$ cat src/rtl/alu_share_if.sv
// Command/response bundle for the shared 4-bit ALU controller.
// master = requesters plus response consumer, slave = the controller.
interface alu_share_if #(
  parameter int unsigned WIDTH = 4
);
  logic             req0_valid;
  logic             req0_ready;
  logic [WIDTH-1:0] req0_a;
  logic [WIDTH-1:0] req0_b;
  logic [2:0]       req0_sel;
  logic             req1_valid;
  logic             req1_ready;
  logic [WIDTH-1:0] req1_a;
  logic [WIDTH-1:0] req1_b;
  logic [2:0]       req1_sel;
  logic             rsp_valid;
  logic             rsp_ready;
  logic [WIDTH-1:0] rsp_y;
  logic             rsp_carry;
  logic             rsp_id;

  modport master (
    output req0_valid, req0_a, req0_b, req0_sel,
    output req1_valid, req1_a, req1_b, req1_sel,
    output rsp_ready,
    input  req0_ready, req1_ready,
    input  rsp_valid, rsp_y, rsp_carry, rsp_id
  );

  modport slave (
    input  req0_valid, req0_a, req0_b, req0_sel,
    input  req1_valid, req1_a, req1_b, req1_sel,
    input  rsp_ready,
    output req0_ready, req1_ready,
    output rsp_valid, rsp_y, rsp_carry, rsp_id
  );
endinterface

$ cat src/rtl/alu_share_ctrl.sv
// Arbitrates two requesters onto one ALU; one command in flight at a time,
// result returned registered and tagged with the issuing requester id.
module alu_share_ctrl #(
  parameter int unsigned WIDTH    = 4,
  parameter bit          FIX_PRIO = 1'b0
) (
  input logic        clk,
  input logic        rst,
  alu_share_if.slave bus
);

  if (WIDTH != 4) begin : g_width_chk
    $error("alu_share_ctrl: WIDTH must be 4");
  end

  typedef enum logic [1:0] {StIdle, StExec, StResp} state_e;

  state_e           state_q, state_d;
  logic [WIDTH-1:0] a_q, a_d, b_q, b_d;
  logic [2:0]       sel_q, sel_d;
  logic             id_q, id_d;
  logic             last_grant_q, last_grant_d;
  logic             rsp_valid_q, rsp_valid_d;
  logic [WIDTH-1:0] rsp_y_q, rsp_y_d;
  logic             rsp_carry_q, rsp_carry_d;
  logic             rsp_id_q, rsp_id_d;
  logic             gnt0, gnt1;
  logic [WIDTH:0]   alu_res;

  // Grant is only offered in idle; on a tie round-robin flips last_grant.
  always_comb begin
    gnt0 = 1'b0;
    gnt1 = 1'b0;
    if (state_q == StIdle && !rst) begin
      if (bus.req0_valid && bus.req1_valid) begin
        if (FIX_PRIO || last_grant_q) gnt0 = 1'b1;
        else                          gnt1 = 1'b1;
      end else begin
        gnt0 = bus.req0_valid;
        gnt1 = bus.req1_valid;
      end
    end
  end

  // Top bit carries the add carry or the subtract borrow.
  always_comb begin
    alu_res = '0;
    case (sel_q)
      3'b000:  alu_res = {1'b0, a_q} + {1'b0, b_q};
      3'b001:  alu_res = {1'b0, a_q} - {1'b0, b_q};
      3'b010:  alu_res = {1'b0, a_q & b_q};
      3'b011:  alu_res = {1'b0, a_q | b_q};
      3'b100:  alu_res = {1'b0, a_q ^ b_q};
      3'b101:  alu_res = {1'b0, ~a_q};
      3'b110:  alu_res = {1'b0, b_q[WIDTH-2:0], 1'b0};
      default: alu_res = {2'b00, b_q[WIDTH-1:1]};
    endcase
  end

  always_comb begin
    state_d      = state_q;
    a_d          = a_q;
    b_d          = b_q;
    sel_d        = sel_q;
    id_d         = id_q;
    last_grant_d = last_grant_q;
    rsp_valid_d  = rsp_valid_q;
    rsp_y_d      = rsp_y_q;
    rsp_carry_d  = rsp_carry_q;
    rsp_id_d     = rsp_id_q;
    unique case (state_q)
      StIdle: begin
        if (gnt0 || gnt1) begin
          a_d          = gnt1 ? bus.req1_a   : bus.req0_a;
          b_d          = gnt1 ? bus.req1_b   : bus.req0_b;
          sel_d        = gnt1 ? bus.req1_sel : bus.req0_sel;
          id_d         = gnt1;
          last_grant_d = gnt1;
          state_d      = StExec;
        end
      end
      StExec: begin
        rsp_y_d     = alu_res[WIDTH-1:0];
        rsp_carry_d = alu_res[WIDTH];
        rsp_id_d    = id_q;
        rsp_valid_d = 1'b1;
        state_d     = StResp;
      end
      StResp: begin
        if (bus.rsp_ready) begin
          rsp_valid_d = 1'b0;
          state_d     = StIdle;
        end
      end
      default: state_d = StIdle;
    endcase
  end

  always_ff @(posedge clk or posedge rst) begin
    if (rst) begin
      state_q      <= StIdle;
      a_q          <= '0;
      b_q          <= '0;
      sel_q        <= '0;
      id_q         <= 1'b0;
      last_grant_q <= 1'b1;
      rsp_valid_q  <= 1'b0;
      rsp_y_q      <= '0;
      rsp_carry_q  <= 1'b0;
      rsp_id_q     <= 1'b0;
    end else begin
      state_q      <= state_d;
      a_q          <= a_d;
      b_q          <= b_d;
      sel_q        <= sel_d;
      id_q         <= id_d;
      last_grant_q <= last_grant_d;
      rsp_valid_q  <= rsp_valid_d;
      rsp_y_q      <= rsp_y_d;
      rsp_carry_q  <= rsp_carry_d;
      rsp_id_q     <= rsp_id_d;
    end
  end

  assign bus.req0_ready = gnt0;
  assign bus.req1_ready = gnt1;
  assign bus.rsp_valid  = rsp_valid_q;
  assign bus.rsp_y      = rsp_y_q;
  assign bus.rsp_carry  = rsp_carry_q;
  assign bus.rsp_id     = rsp_id_q;

endmodule

$ cat src/flat_wrapper.sv
// flat-port wrapper written by rule: the top's interface ports become plain ports
module alu_share_ctrl_flat 
#(
  parameter int unsigned WIDTH    = 4,
  parameter bit          FIX_PRIO = 1'b0
)
  (clk, rst, bus_req0_valid, bus_req0_a, bus_req0_b, bus_req0_sel, bus_req1_valid, bus_req1_a, bus_req1_b, bus_req1_sel, bus_rsp_ready, bus_req0_ready, bus_req1_ready, bus_rsp_valid, bus_rsp_y, bus_rsp_carry, bus_rsp_id);
  alu_share_if #(.WIDTH(WIDTH)) bus_i ();
  input logic clk;
  input logic rst;
  input wire logic [$bits(bus_i.req0_valid)-1:0] bus_req0_valid;
  input wire logic [$bits(bus_i.req0_a)-1:0] bus_req0_a;
  input wire logic [$bits(bus_i.req0_b)-1:0] bus_req0_b;
  input wire logic [$bits(bus_i.req0_sel)-1:0] bus_req0_sel;
  input wire logic [$bits(bus_i.req1_valid)-1:0] bus_req1_valid;
  input wire logic [$bits(bus_i.req1_a)-1:0] bus_req1_a;
  input wire logic [$bits(bus_i.req1_b)-1:0] bus_req1_b;
  input wire logic [$bits(bus_i.req1_sel)-1:0] bus_req1_sel;
  input wire logic [$bits(bus_i.rsp_ready)-1:0] bus_rsp_ready;
  output wire logic [$bits(bus_i.req0_ready)-1:0] bus_req0_ready;
  output wire logic [$bits(bus_i.req1_ready)-1:0] bus_req1_ready;
  output wire logic [$bits(bus_i.rsp_valid)-1:0] bus_rsp_valid;
  output wire logic [$bits(bus_i.rsp_y)-1:0] bus_rsp_y;
  output wire logic [$bits(bus_i.rsp_carry)-1:0] bus_rsp_carry;
  output wire logic [$bits(bus_i.rsp_id)-1:0] bus_rsp_id;
  assign bus_i.req0_valid = bus_req0_valid;
  assign bus_i.req0_a = bus_req0_a;
  assign bus_i.req0_b = bus_req0_b;
  assign bus_i.req0_sel = bus_req0_sel;
  assign bus_i.req1_valid = bus_req1_valid;
  assign bus_i.req1_a = bus_req1_a;
  assign bus_i.req1_b = bus_req1_b;
  assign bus_i.req1_sel = bus_req1_sel;
  assign bus_i.rsp_ready = bus_rsp_ready;
  assign bus_req0_ready = bus_i.req0_ready;
  assign bus_req1_ready = bus_i.req1_ready;
  assign bus_rsp_valid = bus_i.rsp_valid;
  assign bus_rsp_y = bus_i.rsp_y;
  assign bus_rsp_carry = bus_i.rsp_carry;
  assign bus_rsp_id = bus_i.rsp_id;
  alu_share_ctrl #(.WIDTH(WIDTH), .FIX_PRIO(FIX_PRIO)) u_core (.clk(clk), .rst(rst), .bus(bus_i));
endmodule
$ cat config.mk
export PLATFORM = sky130hd
export DESIGN_NAME = alu_share_ctrl_flat
export DESIGN_NICKNAME = d
export VERILOG_FILES = /design/src/rtl/alu_share_if.sv /design/src/rtl/alu_share_ctrl.sv /design/src/flat_wrapper.sv
export SDC_FILE = /design/constraint.sdc
export NUM_CORES = 1
export LEC_CHECK = 0
export ABC_AREA = 1
export ABC_CLOCK_PERIOD_IN_PS = 4990
export BUFFER_PORTS_ARGS = -buffer_cell sky130_fd_sc_hd__buf_2
export CAP_MARGIN = 20
export CORE_MARGIN = 3
export CORE_UTILIZATION = 35
export CTS_CLUSTER_DIAMETER = 40
export DETAILED_ROUTE_END_ITERATION = 10
export HOLD_SLACK_MARGIN = 0.03
export PLACE_DENSITY = 0.54
export SLEW_MARGIN = 40
export SYNTH_ARGS = -nofsm -noshare
export SYNTH_HDL_FRONTEND = slang
export SYNTH_SLANG_ARGS = --single-unit
$ cat constraint.sdc
create_clock -name clk -period 4.99 [get_ports clk]
set_clock_uncertainty 0.15 [all_clocks]
set_input_delay 0.2495 -clock clk [delete_from_list [all_inputs] [get_ports clk]]
set_output_delay 0.2495 -clock clk [all_outputs]
set_load 0.02 [all_outputs]
## After elaboration in Yosys (flattened, before gate mapping)

Cells that the tools add are included.

| word-level totals | value |
|---|---|
| register bits | 22 |
| logic and storage cells | 51 |

| cells by class | value |
|---|---|
| add/sub/neg operators | 2 |
| eq/ne operators | 10 |
| mux-type cells | 15 |
| bitwise logic cells | 4 |
| reduce and logical (&&, ||, !) cells | 10 |

Operators by type and width:

| kind | number |
|---|---|
| case mux 5 bit (7 select lines) | 1 |
| == test 3 bit (second input constant) | 3 |
| 2-to-1 mux 4 bit | 2 |
| 2-to-1 mux 1 bit | 7 |
| == test 3 x 2 -> 1 bit (second input constant) | 2 |
| case mux 2 bit (3 select lines) | 1 |
| AND reduction 2 bit | 3 |
| adder 4 x 4 -> 5 bit | 1 |
| subtractor 4 x 4 -> 5 bit | 1 |
| bitwise AND 4 bit | 1 |
| 2-to-1 mux 2 bit | 2 |
| inequality test 2 bit (second input constant) | 2 |
| NOT 4 bit | 1 |
| OR 4 bit | 1 |
| bitwise XOR 4 bit | 1 |
| == test 3 x 1 -> 1 bit (second input constant) | 1 |
| zero test 3 bit | 1 |
| 2-to-1 mux 3 bit | 1 |
| == test 2 x 1 -> 1 bit (second input constant) | 1 |
| == test 2 bit (second input constant) | 1 |
| logical AND 1 bit | 2 |
| zero test 2 bit | 1 |
| case mux 1 bit (2 select lines) | 1 |
| nonzero test 2 bit | 1 |
| 2 further kinds | 2 |

## Longest topological paths before layout

| logic depth | value |
|---|---|
| depth after elaboration | 6 |
| gate-level depth with buffers | 13 |
| depth with buffers taken out | 13 |

## Worst setup path before layout

Ideal clock, no wire load.

| path | value |
|---|---|
| path kind | reg-to-reg |
| start | reg u_core.b_q[0] |
| end | reg u_core.rsp_carry_q, in the netlist u_core.bus.rsp_carry |
| arrival time | 1.761 ns |
| required time | 4.723 ns |
| slack | 2.961 ns |
| cell stages (with the launch flop) | 12 |
| cells stage by stage | dfrtp_1 inv_1 ha_1 nand2_1 o21ai_0 fa_1 nor2_1 o21ai_0 nand2_1 nand2_1 nand3_1 nand2_1 |

| on the way | value |
|---|---|
| word-level cells in the longest chain between the ends | 2 |
| elaborated cells between the ends (all ways) | 3 |

Ends and longest elaborated chain:

| element | RTL line | text |
|---|---|---|
| from (decl) | alu_share_ctrl.sv:19 | `logic [WIDTH-1:0] a_q, a_d, b_q, b_d;` |
| from (signal assigned) | alu_share_ctrl.sv:103 | `b_q <= '0;` |
| from (signal assigned) | alu_share_ctrl.sv:114 | `b_q <= b_d;` |
| subtractor 4 x 4 -> 5 bit or adder 4 x 4 -> 5 bit (tied branches) | alu_share_ctrl.sv:50, alu_share_ctrl.sv:49 |  |
| case mux 5 bit (7 select lines) (*) | alu_share_ctrl.sv:48 | `case (sel_q)` |
| to (signal assigned) | alu_share_ctrl.sv:120 | `rsp_carry_q <= rsp_carry_d;` |
| to (decl) | alu_share_ctrl.sv:25 | `logic rsp_carry_q, rsp_carry_d;` |

Every way passes the cells marked *; elsewhere a longest branch is shown, timed or not.
A chain may end at the register's enable or synchronous reset.

## Worst setup path in the final report

| path | value |
|---|---|
| start | reg u_core.sel_q[2] |
| end | reg u_core.rsp_carry_q, in the netlist u_core.bus.rsp_carry |

| on the way | value |
|---|---|
| word-level cells in the longest chain between the ends | 2 |
| elaborated cells between the ends (all ways) | 8 |

Ends and longest elaborated chain:

| element | RTL line | text |
|---|---|---|
| from (decl) | alu_share_ctrl.sv:20 | `logic [2:0] sel_q, sel_d;` |
| from (signal assigned) | alu_share_ctrl.sv:115 | `sel_q <= sel_d;` |
| == test 3 bit, or another cell as far along | alu_share_ctrl.sv:48 |  |
| case mux 5 bit (7 select lines) (*) | alu_share_ctrl.sv:48 |  |

Marked as above.

==> key figures <==
Global routing
  • Largest net degree at the start of global routing: 23
  • Met3 Use GR: 0.02297
  • Busiest layer in global routing: met2
  • Overflow left after global routing: 0
  • Global-route track usage on met2: 0.2490
  • Number of antenna violations at the first check in global routing: 0
  • Number of global-route vias before repair: 1450
  • First-pass GRT wire length: 6313 um
  • GR Layer Usage met1: 0.1894
  • Tot GR Track Use: 0.1453

Cells and area
  • Total area of multi-input combinational cells: 888.4 um2
  • Fillers: 474
  • Share of post-route cells with drive strength above 1: 0.2341
  • Most frequent cells in the layout: 54 x nand2_1, 35 x buf_2, 30 x inv_1
  • Area Overhead vs Synth: 15.92%
  • Nets: 294
  • Diodes inserted: 0
  • Most common cell after layout, fill and taps aside: nand2_1
  • Combined flip-flop and latch cell area: 551.8 um2
  • Post-route cell area: 1886 um2

Floorplan
  • Effective utilization at floorplan: 0.3685
  • Die area: 5501 um2
  • Die Y: 74.17 um
  • Number of cell rows: 24
  • IO Pins: 36
  • Width of the die: 74.17 um
  • Floorplan core area: 4414 um2

Route
  • Avg WL per Cell: 12.36 um
  • Final routed wirelength across all metal layers: 3756 um
  • Detailed-router iteration count before antenna repair: 4
  • Number of remaining DRC errors: 0
  • Via count: 1471
  • Drt via density: 4.839
  • Detailed Route Iter0 Violations: 59
  • Routed Antenna Nets: 0

STA
  • Max Transition Viols Final: 0
  • Fin crit share: 0.4760
  • Unrepaired setup endpoints after global routing: false
  • Tightest slew margin relative to the limit: 0.6628
  • Finish-stage setup viols: 0
  • Endpoints failing hold: 0
  • Maximum clock frequency: 421.0 MHz
  • Setup_tns: 0 ns
  • Slew @ Worst Pin: 0.5058 ns
  • Minimum clock period: 2.375 ns

CTS
  • Count of instances resized after the clock tree is built: 0
  • Worst-case clock buffer depth: 2
  • Post CTS Setup Buffer Count: 0
  • Insertion delay to the later sink of the worst-skew pair: 0.26 ns
  • Cts bufs inserted: 3
  • Number of levels in the clock H-tree: 1
  • Clock tree from TritonCTS: built
  • Root buffer cell: clkbuf_8
  • Clock-pin slew on the worst setup and hold paths: 0.08 ns
  • Clock sinks: 22
  • Number of hold buffers added after CTS: 1

Place
  • Area post-placement: 1804 um2
  • Routability Congestion: 0.8419
  • Count of buffers inserted at the top-level ports: 35
  • Post-detailed-placement half-perimeter wirelength: 2987 um

Synthesis
  • Post-Synthesis Net Count: 261
  • Yosys warnings: 0
  • Average cell area after synthesis: 7.393 um2
  • Sequential area share after synthesis: 0.3392
  • Total standard cell area after synthesis: 1627 um2
  • Post-synthesis sequential element count: 22
  • Synthesized instance count: 220
  • Synth unique cells: 27

Power
  • Worst supply voltage drop on vdd: 0.2833 mV
  • Static power due to leakage: 0.001032 uW
  • Power density of the placed cells: 676.1 nW/um2

Worst setup path
  • CP Class: reg2reg
  • Category of the worst setup path capture point: flip-flop
  • Setup crit start kind: flip-flop
  • WP data arrival: 2.39 ns
  • Maximum fanout along the worst path: 15
  • Required time worst endpoint: 5.00 ns

Run status
  • Run status: completed

Min path
  • Worst min path class: in2reg

Job
  • Max-cap check violation count: 0
## synthesized netlist by cell type (all sizes together)
cell	instances	share of area
o211ai	2	0.0092
nand3b	1	0.0046
dfrtp	21	0.32
inv	33	0.076
nor3	2	0.0092
o31ai	1	0.0046
buf	7	0.035
nor2	21	0.052
clkbuf	1	0.0031
ha	13	0.10
nand2	56	0.13
fa	1	0.012
a21oi	8	0.025
nand3	13	0.043
o21ai	28	0.11
dfstp	1	0.016
nand4	9	0.035
xor2	2	0.011
## state kept, by name (all words and copies together) (netlist names)
name,count
u_core.bus.rsp_valid,1
u_core.state_q,2
u_core.bus.rsp_y,4
u_core.bus.rsp_id,1
u_core.bus.rsp_carry,1
u_core.id_q,1
u_core.a_q,4
u_core.sel_q,3
u_core.last_grant_q,1
u_core.b_q,4
## path summary, 6_finish.rpt
kind	end	cells past startpoint	slack, ns	from
hold reg to reg	u_core.bus.rsp_y[0]$_DFFE_PP0P_	2	0.33	u_core.bus.rsp_y[0]$_DFFE_PP0P_
hold / removal	u_core.state_q[1]$_DFFE_PP0P_	2	0.04	bus_rsp_ready
setup / recovery	u_core.bus.rsp_carry$_DFFE_PP0P_	11	2.61	u_core.sel_q[2]$_DFFE_PP0P_
min in group asynchronous	u_core.state_q[0]$_DFFE_PP0P_	3	0.40	rst
setup reg to reg	u_core.bus.rsp_carry$_DFFE_PP0P_	11	2.61	u_core.sel_q[2]$_DFFE_PP0P_
max in group asynchronous	u_core.last_grant_q$_DFFE_PP1P_	3	3.94	rst
## power breakdown
group	leakage [uW]	switching (uW)	internal (uW)
Sequential	0.000271	112	264
Clock	0.0000357	59.3	107
Combinational	0.000725	455	277
## layout make-up
cell class	instances	share of cell area
sequential	22	0.2926
clock buffer	3	0.02190
clock inverter	1	0.01593
inverter	33	0.06569
timing repair buffer	36	0.09821
multi-input combinational	157	0.4711
tap	52	0.03451
## worst max-delay path, stage by stage, from the launching register on
cell     delay, ns
dfrtp_1       0.66
inv_2         0.13
nand3_2       0.17
nand2_1       0.09
xor2_1        0.15
ha_1          0.33
inv_1         0.08
nor2_1        0.05
o21ai_0       0.22
nand4_1       0.12
nand3_1       0.09
nand2_1       0.05
## cell families (layout without fill, tap and decap cells)
family	Yosys count	after routing	share of synthesized area
compound gates	39	39	0.1477
xor+xnor	2	2	0.01077
fa+ha+maj	14	14	0.1123
buf+inv	41	73	0.1146
flops	22	22	0.3392
simple gates	102	102	0.2754
## metal layers
metal  vias up  share of wire
met1       666           0.49
met4         0         0.0037
met2        28           0.47
met3         2          0.038
met5         -              0
li1        775              -
## per-stage QoR
stage / hold slack (ns) / utilization / instances / setup slack [ns] / power (uW)
3_5_place_dp: 0.1606 / 0.4087 / 299 / 2.649 / 1110
3_3_place_gp: 0.3100 / 0.4087 / 299 / 2.660 / 1112
4_1_cts: 0.03899 / 0.4272 / 304 / 2.654 / 1281
6_report: 0.04108 / 0.4272 / 304 / 2.615 / 1275
2_1_floorplan: 0.08798 / - / 220 / 2.961 / 948.1
5_1_grt: 0.06054 / 0.4272 / 304 / 2.356 / 1423
Note: power is estimated with default switching activity, not from simulation.
